`config.mk`:
```
export PLATFORM = sky130hd
export DESIGN_NAME = mantissa_div_seq_flat
export DESIGN_NICKNAME = d
export VERILOG_FILES = /design/src/rtl/mantissa_div_if.sv /design/src/rtl/mantissa_div_seq.sv /design/src/flat_wrapper.sv
export SDC_FILE = /design/constraint.sdc
export NUM_CORES = 1
export LEC_CHECK = 0
export CAP_MARGIN = 20
export CORE_AREA = 4 4 112 114
export CTS_CLUSTER_SIZE = 12
export DETAILED_ROUTE_END_ITERATION = 12
export DIE_AREA = 0 0 116 118
export PLACE_DENSITY = 0.78
export SLEW_MARGIN = 0
export SYNTH_ARGS = -nofsm -noshare
export SYNTH_HDL_FRONTEND = slang
export SYNTH_SLANG_ARGS = --single-unit
```
`constraint.sdc`:
```
create_clock -name clk -period 6 [get_ports clk]
set_input_delay 1.5 -clock clk [delete_from_list [all_inputs] [get_ports clk]]
set_output_delay 1.5 -clock clk [all_outputs]
set_load 0.03 [all_outputs]
```
`src/rtl/mantissa_div_if.sv`:
```
// Bundle of request/result signals for the sequential mantissa divider.
//
// Handshake: the master holds a_in/b_in stable and raises start for one or
// more cycles; a request is taken on any rising edge where busy=0 (including
// the cycle done=1). done is a one-cycle pulse; q/rem/dz (and sticky) stay
// valid from that pulse until the next request is taken.
//
// Signals
//   start        master -> slave  request
//   a_in, b_in   master -> slave  normalized dividend / divisor mantissas
//   busy         slave -> master  iteration in progress
//   done         slave -> master  one-cycle result-valid pulse
//   q            slave -> master  quotient, q[QW-1] has weight 2^0
//   rem          slave -> master  final partial remainder (after last shift)
//   dz           slave -> master  divide-by-zero flag
//   sticky       slave -> master  |rem, only with MANT_DIV_STICKY_EN
//
// Build option: MANT_DIV_STICKY_EN adds the sticky signal.
interface mantissa_div_if #(
  parameter int MW = 24,
  parameter int QW = MW + 2
);
  logic          start;
  logic [MW-1:0] a_in;
  logic [MW-1:0] b_in;
  logic          busy;
  logic          done;
  logic [QW-1:0] q;
  logic [MW:0]   rem;
  logic          dz;
`ifdef MANT_DIV_STICKY_EN
  logic          sticky;

  modport master (output start, a_in, b_in,
                  input  busy, done, q, rem, dz, sticky);
  modport slave  (input  start, a_in, b_in,
                  output busy, done, q, rem, dz, sticky);
`else
  modport master (output start, a_in, b_in,
                  input  busy, done, q, rem, dz);
  modport slave  (input  start, a_in, b_in,
                  output busy, done, q, rem, dz);
`endif
endinterface

```
`src/rtl/mantissa_div_seq.sv`:
```
// Sequential radix-2 restoring divider for normalized FP mantissas.
// Produces QW quotient bits (integer bit, fraction, guard/round) one per
// clock, MSB first, plus the final partial remainder and a divide-by-zero
// flag. Sits between operand unpack and round/normalize in the FP divide path.
//
// Ports
//   clk        rising-edge clock
//   rst_n      synchronous reset, active low
//   bus        mantissa_div_if.slave (start, a_in, b_in, busy, done, q, rem,
//              dz, and sticky when MANT_DIV_STICKY_EN is defined)
//   dbg_state  current FSM state (0 IDLE, 1 RUN, 2 DONE)
//
// Build option: MANT_DIV_STICKY_EN adds a registered sticky = |rem output.
// Without it, downstream rounding derives sticky from rem.
module mantissa_div_seq #(
  parameter int MW = 24,
  parameter int QW = MW + 2
) (
  input  logic           clk,
  input  logic           rst_n,
  mantissa_div_if.slave  bus,
  output logic [1:0]     dbg_state
);

  localparam int CW = $clog2(QW);

  typedef enum logic [1:0] {
    IDLE = 2'd0,
    RUN  = 2'd1,
    DONE = 2'd2
  } state_t;

  state_t        state_q, state_d;
  logic          accept;
  logic [MW:0]   r_q;      // partial remainder, one bit wider than b
  logic [MW-1:0] b_q;
  logic [CW-1:0] cnt_q;    // index of the quotient bit being produced
  logic [QW-1:0] q_q;
  logic [MW:0]   rem_q;
  logic          dz_q;
  logic [MW+1:0] diff;
  logic          borrow;
  logic [MW:0]   r_next;
  logic          unused_diff_bit;

  // A request is taken whenever no iteration is running; DONE counts as idle.
  always_comb begin
    accept = bus.start && (state_q != RUN);
  end

  // Trial subtract: the top bit of the (MW+2)-bit difference is the borrow.
  // For in-range operands R < 2B, so a successful difference always fits in
  // MW bits and the shifted value fits back into MW+1.
  always_comb begin
    diff   = {1'b0, r_q} - {2'b00, b_q};
    borrow = diff[MW+1];
    r_next = borrow ? {r_q[MW-1:0], 1'b0} : {diff[MW-1:0], 1'b0};
  end

  assign unused_diff_bit = diff[MW];

  // FSM: state register
  always_ff @(posedge clk) begin
    if (!rst_n) state_q <= IDLE;
    else        state_q <= state_d;
  end

  // FSM: next state
  always_comb begin
    state_d = state_q;
    case (state_q)
      IDLE, DONE: begin
        if (bus.start)             state_d = (bus.b_in == '0) ? DONE : RUN;
        else if (state_q == DONE)  state_d = IDLE;
      end
      RUN: begin
        if (cnt_q == '0) state_d = DONE;
      end
      default: state_d = IDLE;
    endcase
  end

  // FSM: outputs
  always_comb begin
    bus.busy  = (state_q == RUN);
    bus.done  = (state_q == DONE);
    dbg_state = state_q;
  end

  // Datapath. Results are cleared when a request is taken, so quotient bits
  // below the current index read as zero while iterating.
  always_ff @(posedge clk) begin
    if (!rst_n) begin
      r_q   <= '0;
      b_q   <= '0;
      cnt_q <= '0;
      q_q   <= '0;
      rem_q <= '0;
      dz_q  <= 1'b0;
    end else if (accept) begin
      r_q   <= {1'b0, bus.a_in};
      b_q   <= bus.b_in;
      cnt_q <= CW'(QW - 1);
      rem_q <= '0;
      if (bus.b_in == '0) begin
        q_q  <= '1;
        dz_q <= 1'b1;
      end else begin
        q_q  <= '0;
        dz_q <= 1'b0;
      end
    end else if (state_q == RUN) begin
      q_q[cnt_q] <= ~borrow;
      r_q        <= r_next;
      if (cnt_q == '0) rem_q <= r_next;
      else             cnt_q <= cnt_q - 1'b1;
    end
  end

  assign bus.q   = q_q;
  assign bus.rem = rem_q;
  assign bus.dz  = dz_q;

`ifdef MANT_DIV_STICKY_EN
  logic sticky_q;

  // Registered together with the last remainder; a zero divisor leaves it 0.
  always_ff @(posedge clk) begin
    if (!rst_n)                                sticky_q <= 1'b0;
    else if (accept)                           sticky_q <= 1'b0;
    else if ((state_q == RUN) && (cnt_q == '0)) sticky_q <= |r_next;
  end

  assign bus.sticky = sticky_q;
`endif

endmodule

```
`src/flat_wrapper.sv`:
```
// flat-port wrapper written by rule: the top's interface ports become plain ports
module mantissa_div_seq_flat 
#(
  parameter int MW = 24,
  parameter int QW = MW + 2
)
  (clk, rst_n, dbg_state, bus_start, bus_a_in, bus_b_in, bus_busy, bus_done, bus_q, bus_rem, bus_dz);
  mantissa_div_if #(.MW(MW), .QW(QW)) bus_i ();
  input  logic clk;
  input  logic rst_n;
  output logic [1:0] dbg_state;
  input wire logic [$bits(bus_i.start)-1:0] bus_start;
  input wire logic [$bits(bus_i.a_in)-1:0] bus_a_in;
  input wire logic [$bits(bus_i.b_in)-1:0] bus_b_in;
  output wire logic [$bits(bus_i.busy)-1:0] bus_busy;
  output wire logic [$bits(bus_i.done)-1:0] bus_done;
  output wire logic [$bits(bus_i.q)-1:0] bus_q;
  output wire logic [$bits(bus_i.rem)-1:0] bus_rem;
  output wire logic [$bits(bus_i.dz)-1:0] bus_dz;
  assign bus_i.start = bus_start;
  assign bus_i.a_in = bus_a_in;
  assign bus_i.b_in = bus_b_in;
  assign bus_busy = bus_i.busy;
  assign bus_done = bus_i.done;
  assign bus_q = bus_i.q;
  assign bus_rem = bus_i.rem;
  assign bus_dz = bus_i.dz;
  mantissa_div_seq #(.MW(MW), .QW(QW)) u_core (.clk(clk), .rst_n(rst_n), .bus(bus_i), .dbg_state(dbg_state));
endmodule
```
==> results of run 1 <==
[worst max path at each step]
stage,startpoint,end,slack [ns]
floorplan,u_core.dbg_state[0],bus_busy,2.81
global placement,bus_b_in[13],u_core.bus.q[18],1.84
detailed placement,bus_b_in[14],u_core.bus.q[21],1.82
CTS,bus_b_in[14],u_core.bus.q[13],2.19
global route,bus_start,u_core.bus.q[17],2.02
finish,bus_b_in[1],u_core.bus.q[10],2.20
[worst max-delay path, cell delays in order]
cell	delay [ns]
clkdlybuf4s50_1	0.43
nor4_1	0.70
nand4_1	0.25
nand3b_1	0.31
nand2_1	0.13
nand2_1	0.37
a211oi_1	0.35
[power by group through the flow]
| stage | registers [W] | logic, W | clock network [W] |
|---|---|---|---|
| final | 0.000811 | 0.000947 | 0.000613 |
| after CTS | 0.000810 | 0.000934 | 0.000618 |
| after global placement | 0.000824 | 0.000918 | 0 |
| after floorplan | 0.000847 | 0.000673 | 0 |
| after detailed placement | 0.000825 | 0.000928 | 0 |
| after global routing | 0.000817 | 0.00105 | 0.000654 |
[kinds of logic (layout without fill, tap and decap cells)]
| group | Yosys count | in the layout |
|---|---|---|
| AOI/OAI and AO/OA | 242 | 242 |
| and+or+nand+nor | 264 | 264 |
| xor gates and xnor gates | 17 | 17 |
| adders and majority gates | 29 | 29 |
| other | 1 | 1 |
| DFF | 107 | 107 |
| buffers and inverters | 83 | 168 |
| muxes | 21 | 21 |
[cells in the final DEF, fill, tap and decap left out, types with 3 or more instances in the layout]
cell type	instances
nand2_1	111
dfxtp_1	107
clkdlybuf4s50_1	105
a21oi_1	98
nor2_1	71
o21ai_0	53
inv_1	38
a211oi_1	29
nor3_1	28
ha_1	28
nand3_1	11
mux2_2	11
a221oi_1	11
mux2i_1	10
xnor2_1	9
a31oi_1	9
clkbuf_16	9
nor4_1	8
xor2_1	8
buf_4	6
and3_1	5
nand2b_1	4
o211ai_1	4
o21a_1	4
or3_1	4
nand3b_1	4
o21bai_1	3
a21o_1	3
nor2_2	3
or2_2	3
a311oi_1	3
nand4_1	3
o31ai_1	3
[metal layers]
layer | routed length, µm | global-route usage (%)
met1 | 7950 | 35.5
met2 | 7950 | 39.7
met3 | 1060 | 4.73
met4 | 330 | 8.27
met5 | 0 | 0
[cell usage after synthesis, drive strengths merged (8+ instances only)]
| cell type | count |
|---|---|
| nor3 | 28 |
| ha | 28 |
| buf | 10 |
| a221oi | 12 |
| xnor2 | 9 |
| mux2 | 11 |
| nor4 | 8 |
| nand3 | 11 |
| dfxtp | 107 |
| nand2 | 111 |
| nor2 | 74 |
| o21ai | 54 |
| clkbuf | 34 |
| a31oi | 10 |
| xor2 | 8 |
| a211oi | 31 |
| inv | 39 |
| a21oi | 99 |
| mux2i | 10 |
[sequential cells by signal, summed over array words and instances, names as in the netlist]
name and flops:
u_core.bus.q 26, u_core.bus.dz 1, u_core.bus.rem 24, u_core.r_q 25, u_core.dbg_state 2, u_core.b_q 24
u_core.cnt_q 5
[cell type report]
| type | instances | area share (%) |
|---|---|---|
| Clock buffer | 11 | 3.31 |
| Clock inverter | 5 | 0.820 |
| Inverter | 39 | 2.00 |
| Multi-Input combinational cell | 574 | 46.8 |
| Sequential cell | 107 | 29.2 |
| Tap cell | 143 | 2.44 |
| Timing Repair Buffer | 113 | 15.3 |
[through the flow]
step | total power, W | instances | utilization, % | hold slack (ns) | setup WS, ns
after global routing | 0.00252 | 992 | 64.1 | 0.487 | 2.02
final | 0.00237 | 992 | 64.1 | 0.461 | 2.20
after detailed placement | 0.00175 | 974 | 61.3 | 0.450 | 1.82
after global placement | 0.00174 | 974 | 61.3 | 0.445 | 1.84
after floorplan | 0.00152 | 764 | - | 0.436 | 2.81
after CTS | 0.00236 | 990 | 63.9 | 0.460 | 2.19
==> impl_metrics.toml, run 1 <==
[logic_synthesis]
synth_xor_area_share_pct = 2.52
synth_top_family_by_area = "compound AO/OA/AOI/OAI gates"
postSynthAreaPerCell_um2 = 7.75
synthMuxAreaShare_pct = 3.78
synth_nets = 844
yosys.area_share.adder_pct = 6.26
synth.distinct_cells = 64
netlist.area_leader.share_pct = 36.2
synth-simple-area-share_pct = 19.7
synth-compound-area-share_pct = 25.5
synth_top_area_cell = "dfxtp_1"
ys_seq_area_share_pct = 36.2
yosysWarnings = 0
syn_inst = 764
syn_area_mm2 = 0.00592
yosys-top-cells-area = "dfxtp_1 36%, a21oi_1 8.3%, nand2_1 7.0%, ha_1 5.9%, nor2_1 4.6%"
synth_edf_count = 0
synthArstFlopShare_pct = 0
synth_seq_cells = 107
synth_ff_type = "dfxtp_1"

[critical_path]
end_kind = "flip-flop"
cp_max_fo = 19
r2r-start = "u_core.b_q[12]"
reg2reg_depth = 11
crit_required_ns = 6.26
worst-setup-path-type = "input pin to flip-flop"
arrival_ns = 4.06
regToRegSetupSlack_ns = 2.80
crit-reg2reg-capture = "u_core.bus.rem[24]"
start_kind = "input pin"

[pwr]
power_frac_clock_pct = 25.9
comb_power_share_pct = 40.0
p_seq_share_pct = 34.2
power_leakage_nw = 2.75
power.density_mw_per_mm2 = 324
p_int_w = 0.00147
peakVddDrop_uv = 169
netSwitchingFraction_pct = 38.1
netSwitchingPower_w = 0.000904

[detailed_routing]
routedWlPerCell_um = 17.4
vias = 5787
drt_iter0_drc = 340
drtAntennaViolNets = 0
firstDrtPassIters = 4
route.detailed.drc = 0
via_per_inst = 5.83
wl_mm = 17.3

[job]
drv_cap = 0

[sta]
tightest_slew_ns = 0.787
final.setup_skew_ns = 0.0110
period_minus_slack_ns = 3.80
finalSetupViolCount = 0
min_period_over_period_pct = 63.3
hold_violations = 0
rsz0062_at_grt = "no"
drv_slew = 0
fin_setup_tns_ns = 0
timing.slew.headroom_pct = 47.1
fmax_ghz = 0.263

[floorplan]
die_area_mm2 = 0.0137
rows = 39
core-area_mm2 = 0.0114
die_x_um = 116
die_y_um = 118
start_util_pct = 51.8
io_pins = 107

[clocking]
cts_setup_buffers = 0
cts_sinks = 107
tritoncts = "yes"
ctsResizeCount = 0
cts_buffer_depth = 2
path_clk_slew_ns = 0.07
htreeDepth = 3
cts_root_buf = "clkbuf_16"
hold_buffers = 0
clk_latency_ns = 0.36
cts_made_buffers = 9

[placement]
port_buffers = 105
globalplace.congestion = 0.927
hpwl_mm = 12.6
dpl_cell_area_mm2 = 0.00699

[final_layout]
num-fill-cells = 1013
final_nets = 924
multi_input_area_mm2 = 0.00343
register_area_mm2 = 0.00214
diodes = 0
drive_above_1_share_pct = 6.48
syn2layout_area_growth_pct = 23.7
design_area_mm2 = 0.00732

[worst_hold_path]
hold_depth = 2
hp-start = "u_core.b_q[16]"
worstHoldPathType = "flip-flop to flip-flop"
hold_end = "u_core.b_q[16]"

[global_route]
grt_max_degree = 54
grt.overflow.total = 0
grtUsageTotal_pct = 25.5
grt_pass1_vias = 5626
antenna_found_initial = 0
grt_first_pass_wirelength_mm = 28.1

[outcome]
status = "finished, final reports clean"
Power figures use the tool's default switching activity.
==> run 2: changes to the inputs <==
clock period = 3.9 ns   (was 6 ns; I/O delays follow)
==> run 2 against run 1 <==
  * Design area is 1.1% higher
  * Wire length increased by 1.1%
  * Combinational power is 55% higher
  * Register-to-register slack got worse by 2.0 ns
  * Via count rose by 1.5%
  * Highest routed layer unchanged
==> impl_metrics.toml, run 2 (synthesized netlist as in run 1, its figures left out) <==
[final_layout]
largest_reg_flops = 26
drive_above_1_share_pct = 7.68
mostFrequentLayoutCell = "nand2_1"
final_nets = 934
final_cell_mix = "111 x nand2_1, 107 x dfxtp_1, 105 x clkdlybuf4s50_1, 98 x a21oi_1, 71 x nor2_1"
diodes = 0
syn2layout_area_growth_pct = 25.2

[clocking]
cts_setup_buffers = 0
cts_root_buf = "clkbuf_16"
cts_sinks = 107
hold_buffers = 0
path_clk_slew_ns = 0.08
cts_made_buffers = 9
tritoncts = "yes"
cts_buffer_depth = 2
htreeDepth = 3
clk_latency_ns = 0.37
ctsResizeCount = 0

[detailed_routing]
routedWlPerCell_um = 17.4
via_per_inst = 5.86
route.detailed.drc = 0
vias = 5876
drt_iter0_drc = 365
drtAntennaViolNets = 0
firstDrtPassIters = 5
wl_mm = 17.5

[sta]
tightest_slew_ns = 0.930
hold_violations = 0
fin_ws_ns = 0.648
drv_slew = 0
final.setup_skew_ns = 0.0136
fmax_ghz = 0.308
min_period_over_period_pct = 83.4
timing.slew.headroom_pct = 38.0
rsz0062_at_grt = "no"
fin_hold_ws_ns = 0.459
period_minus_slack_ns = 3.25
finalSetupViolCount = 0
fin_setup_tns_ns = 0

[worst_hold_path]
hp-start = "u_core.b_q[19]"
worstHoldPathType = "flip-flop to flip-flop"

[outcome]
status = "finished, final reports clean"

[pwr]
netSwitchingPower_w = 0.00143
p_seq_share_pct = 33.8
power_leakage_nw = 2.81
total_power_w = 0.00369
peakVddDrop_uv = 466
power_frac_clock_pct = 26.4
p_int_w = 0.00226
comb_power_share_pct = 39.9
power.density_mw_per_mm2 = 498
netSwitchingFraction_pct = 38.6

[floorplan]
core-area_mm2 = 0.0114
start_util_pct = 51.8
rows = 39
die_y_um = 118
die_x_um = 116
die_area_mm2 = 0.0137
io_pins = 107

[critical_path]
crit_required_ns = 4.17
cp_slowest_cell = "nor4_1"
r2r-start = "u_core.b_q[12]"
end_kind = "flip-flop"
critPathMaxStageDelay_ns = 0.70
arrival_ns = 3.52
cp_common_cell = "nand2_1"
worstPathCellList = "clkdlybuf4s50_1 -> nor4_1 -> nand4_1 -> nand3b_1 -> nand2_1 -> nand2_1 -> a211oi_1"
start_kind = "input pin"
cp_max_fo = 19
worst-setup-path-type = "input pin to flip-flop"
critPathLaunch = "bus_b_in[18]"

[placement]
dpl_worst_slack_ns = 0.192
port_buffers = 105
globalplace.congestion = 0.966
hpwl_mm = 13.0

[global_route]
grt_first_pass_wirelength_mm = 28.1
grt_pass1_vias = 5609
grt.overflow.total = 0
grtUsageTotal_pct = 25.4
grt_max_degree = 54
antenna_found_initial = 0

[job]
drv_cap = 0
run 2: cell types whose count changed in the layout (fill, tap and decap cells not counted):
cell	change
buf_8	-1
clkbuf_1	-1
inv_8	+2
clkinv_8	+1
clkinv_2	-1
buf_4	+11
clkbuf_8	-1
run 2: path summary, 6_finish.rpt:
kind | endpoint | slack (ns) | cells past startpoint
worst min-delay path | u_core.b_q[19] | 0.46 | 2
worst max-delay path | u_core.bus.q[18] | 0.65 | 7
worst max register to register | u_core.bus.q[24] | 0.77 | 11
worst min register to register | u_core.b_q[19] | 0.46 | 2
run 2: cell type report:
class / count / area, µm²
timing repair buffer: 123 / 1190
sequential: 107 / 2140
inverter: 39 / 146
multi-input combinational: 574 / 3430
tap: 143 / 179
clock buffer: 9 / 225
clock inverter: 7 / 93.8
fill: 1017 / 4010
run 2: routing by layer:
| metal | vias to the layer above | part of all wire (%) | track usage, % |
|---|---|---|---|
| li1 | 2898 | - | - |
| met1 | 2771 | 45 | 34.8 |
| met2 | 187 | 48 | 40.7 |
| met3 | 20 | 5.9 | 5.40 |
| met4 | 0 | 1.1 | 6.16 |
| met5 | - | 0 | 0 |
run 2: power groups by stage:
stage	logic (W)	clock network [W]	registers (W)
floorplan	0.00104	0	0.00130
global placement	0.00143	0	0.00127
detailed placement	0.00145	0	0.00127
CTS	0.00146	0.000984	0.00125
global route	0.00161	0.00102	0.00126
finish	0.00147	0.000973	0.00125
run 2: worst max-delay path, delay by kind of cell:
family | cells | cell delay (ns)
AO/OA/AOI/OAI | 1 | 0.35
buffers and inverters | 1 | 0.43
AND/OR/NAND/NOR | 5 | 1.75
run 2: through the flow:
stage | cell area, µm² | utilization [%] | instances
floorplan | 5920 | - | 764
global placement | 7080 | 62.0 | 985
detailed placement | 7080 | 62.0 | 985
CTS | 7400 | 64.8 | 1001
global route | 7410 | 64.9 | 1002
finish | 7410 | 64.9 | 1002
==> run 3: changes to the inputs <==
clock period = 3.3 ns   (was 3.9 ns; I/O delays follow)
==> run 3 against run 2 <==
  * Design area rose by 0.17%
  * Total power increased by 17%
  * Core utilization increased by 0.11 points
  * Sequential power is 18% higher
  * Register-to-register slack lost 0.40 ns
  * Cell count grew 0.50%
  * Critical path depth rose by 5
  * Non-clock buffer count up 5
  * Global-route usage is 0.21 points higher
  * First-iteration DRC count is 30% higher
  * Via count down 0.22%
  * Hold slack got worse by 0.0041 ns
  * Largest power group unchanged
==> impl_metrics.toml, run 3 (synthesized netlist as in run 1, its figures left out) <==
[outcome]
status = "finished, final reports clean"

[detailed_routing]
drtAntennaViolNets = 0
drt_iter0_drc = 473
route.detailed.drc = 0
vias = 5863
wl_mm = 17.6
via_per_inst = 5.82
routedWlPerCell_um = 17.4
firstDrtPassIters = 7

[final_layout]
largest_reg_flops = 26
num-fill-cells = 1015
syn2layout_area_growth_pct = 25.4
final_nets = 939
final_cell_mix = "111 x nand2_1, 107 x dfxtp_1, 105 x clkdlybuf4s50_1, 98 x a21oi_1, 71 x nor2_1"
mostFrequentLayoutCell = "nand2_1"
diodes = 0
drive_above_1_share_pct = 8.22

[critical_path]
crit-reg2reg-capture = "u_core.r_q[21]"
arrival_ns = 3.21
worstPathCellList = "inv_1 -> ha_1 -> inv_1 -> fa_1 -> a211oi_2 -> nor2_2 -> o32ai_4 -> o221ai_2 -> or3_1 -> a31oi_2 -> a21oi_2 -> a21oi_1"
start_kind = "flip-flop"
reg2reg_depth = 12
crit_required_ns = 3.58
regToRegSetupSlack_ns = 0.37
cp_common_cell = "inv_1"
cp_max_fo = 5
worst-setup-path-type = "flip-flop to flip-flop"
critPathTopFamily = "compound AO/OA/AOI/OAI gates"
r2r-start = "u_core.r_q[0]"
end_kind = "flip-flop"
worst-path-buf-inv = 2
cp_slowest_cell = "o32ai_4"
critPathMaxStageDelay_ns = 0.44
cp_num_cells = 12

[sta]
timing.slew.headroom_pct = 47.2
fmax_ghz = 0.341
rsz0062_at_grt = "no"
period_minus_slack_ns = 2.93
fin_ws_ns = 0.368
finalSetupViolCount = 0
tightest_slew_ns = 0.784
final.setup_skew_ns = 0.0105
min_period_over_period_pct = 88.8
fin_setup_tns_ns = 0
drv_slew = 0
hold_violations = 0

[placement]
hpwl_mm = 13.2
port_buffers = 105
globalplace.congestion = 0.967
dpl_worst_slack_ns = 0.0596

[clocking]
cts_sinks = 107
cts_setup_buffers = 0
path_clk_slew_ns = 0.08
hold_buffers = 0
cts_buffer_depth = 2
clk_latency_ns = 0.35
cts_root_buf = "clkbuf_16"
ctsResizeCount = 0
tritoncts = "yes"
cts_made_buffers = 9
htreeDepth = 3

[worst_hold_path]
hold_depth = 2
hold_end = "u_core.b_q[16]"
worstHoldPathType = "flip-flop to flip-flop"
hp-start = "u_core.b_q[16]"

[global_route]
grt.overflow.total = 0
antenna_found_initial = 0
grt_max_degree = 54
grtUsageTotal_pct = 25.6
grt_first_pass_wirelength_mm = 28.2
grt_pass1_vias = 5734

[floorplan]
die_y_um = 118
start_util_pct = 51.8
rows = 39
die_area_mm2 = 0.0137
core-area_mm2 = 0.0114
die_x_um = 116
io_pins = 107

[pwr]
peakVddDrop_uv = 340
power.density_mw_per_mm2 = 580
power_leakage_nw = 2.82

[job]
drv_cap = 0
## run 3: changes by cell type in the layout (fill, tap and decap cells not counted), sizes merged
cell    previous run  this run
clkbuf             9        11
buf               18        23
bufinv             1         0
inv               42        40
clkinv             2         3
## run 3: stage by stage
stage	hold slack (ns)	utilization (%)	power, W	instances	cell area (µm²)
final	0.455	65.0	0.00430	1007	7420
after global routing	0.475	65.0	0.00456	1007	7420
after CTS	0.458	65.0	0.00431	1007	7420
after detailed placement	0.448	62.4	0.00324	991	7120
after global placement	0.443	62.4	0.00321	991	7120
after floorplan	0.436	-	0.00276	764	5920
## run 3: worst register-to-register path: stages, from the launching register on
cell	delay [ns]
dfxtp_1	0.32
inv_1	0.06
ha_1	0.15
inv_1	0.05
fa_1	0.43
a211oi_2	0.28
nor2_2	0.12
o32ai_4	0.44
o221ai_2	0.19
or3_1	0.40
a31oi_2	0.19
a21oi_2	0.06
a21oi_1	0.18
## run 3: power by group
part	total (W)	switching, W	internal (W)
Clock	0.00106	0.000501	0.000563
Combinational	0.00176	0.00106	0.000699
Sequential	0.00148	0.0000826	0.00139
Total	0.00430	0.00165	0.00265
## run 3: per-layer routing
metal / wire length (µm) / vias to the layer above / share of wire [%] / global-route usage (%)
met5: 0 / - / 0 / 0
met4: 335 / 0 / 1.9 / 8.27
met3: 1060 / 23 / 6.0 / 3.86
met2: 8260 / 200 / 47 / 41.8
met1: 7910 / 2729 / 45 / 34.5
li1: - / 2911 / - / -
## run 3: worst max path at each step
stage                              from  slack [ns]            endpoint
after floorplan           u_core.r_q[0]        0.69  u_core.bus.rem[21]
after detailed placement   bus_b_in[12]        0.06     u_core.bus.q[9]
final                     u_core.r_q[0]        0.37      u_core.r_q[21]
after global routing      u_core.r_q[0]        0.24      u_core.r_q[21]
after global placement     bus_b_in[12]        0.09    u_core.bus.q[24]
after CTS                 u_core.r_q[0]        0.37      u_core.r_q[21]
## run 3: final cells by class
cell class / instances / area (µm²) / share of cell area, %
multi-input cells: 574 / 3430 / 46.2
flip-flops and latches: 107 / 2140 / 28.9
repair buffers: 128 / 1220 / 16.5
clock buffers: 11 / 253 / 3.41
well taps: 143 / 179 / 2.41
inverters: 39 / 146 / 1.97
clock inverters: 5 / 45.0 / 0.607
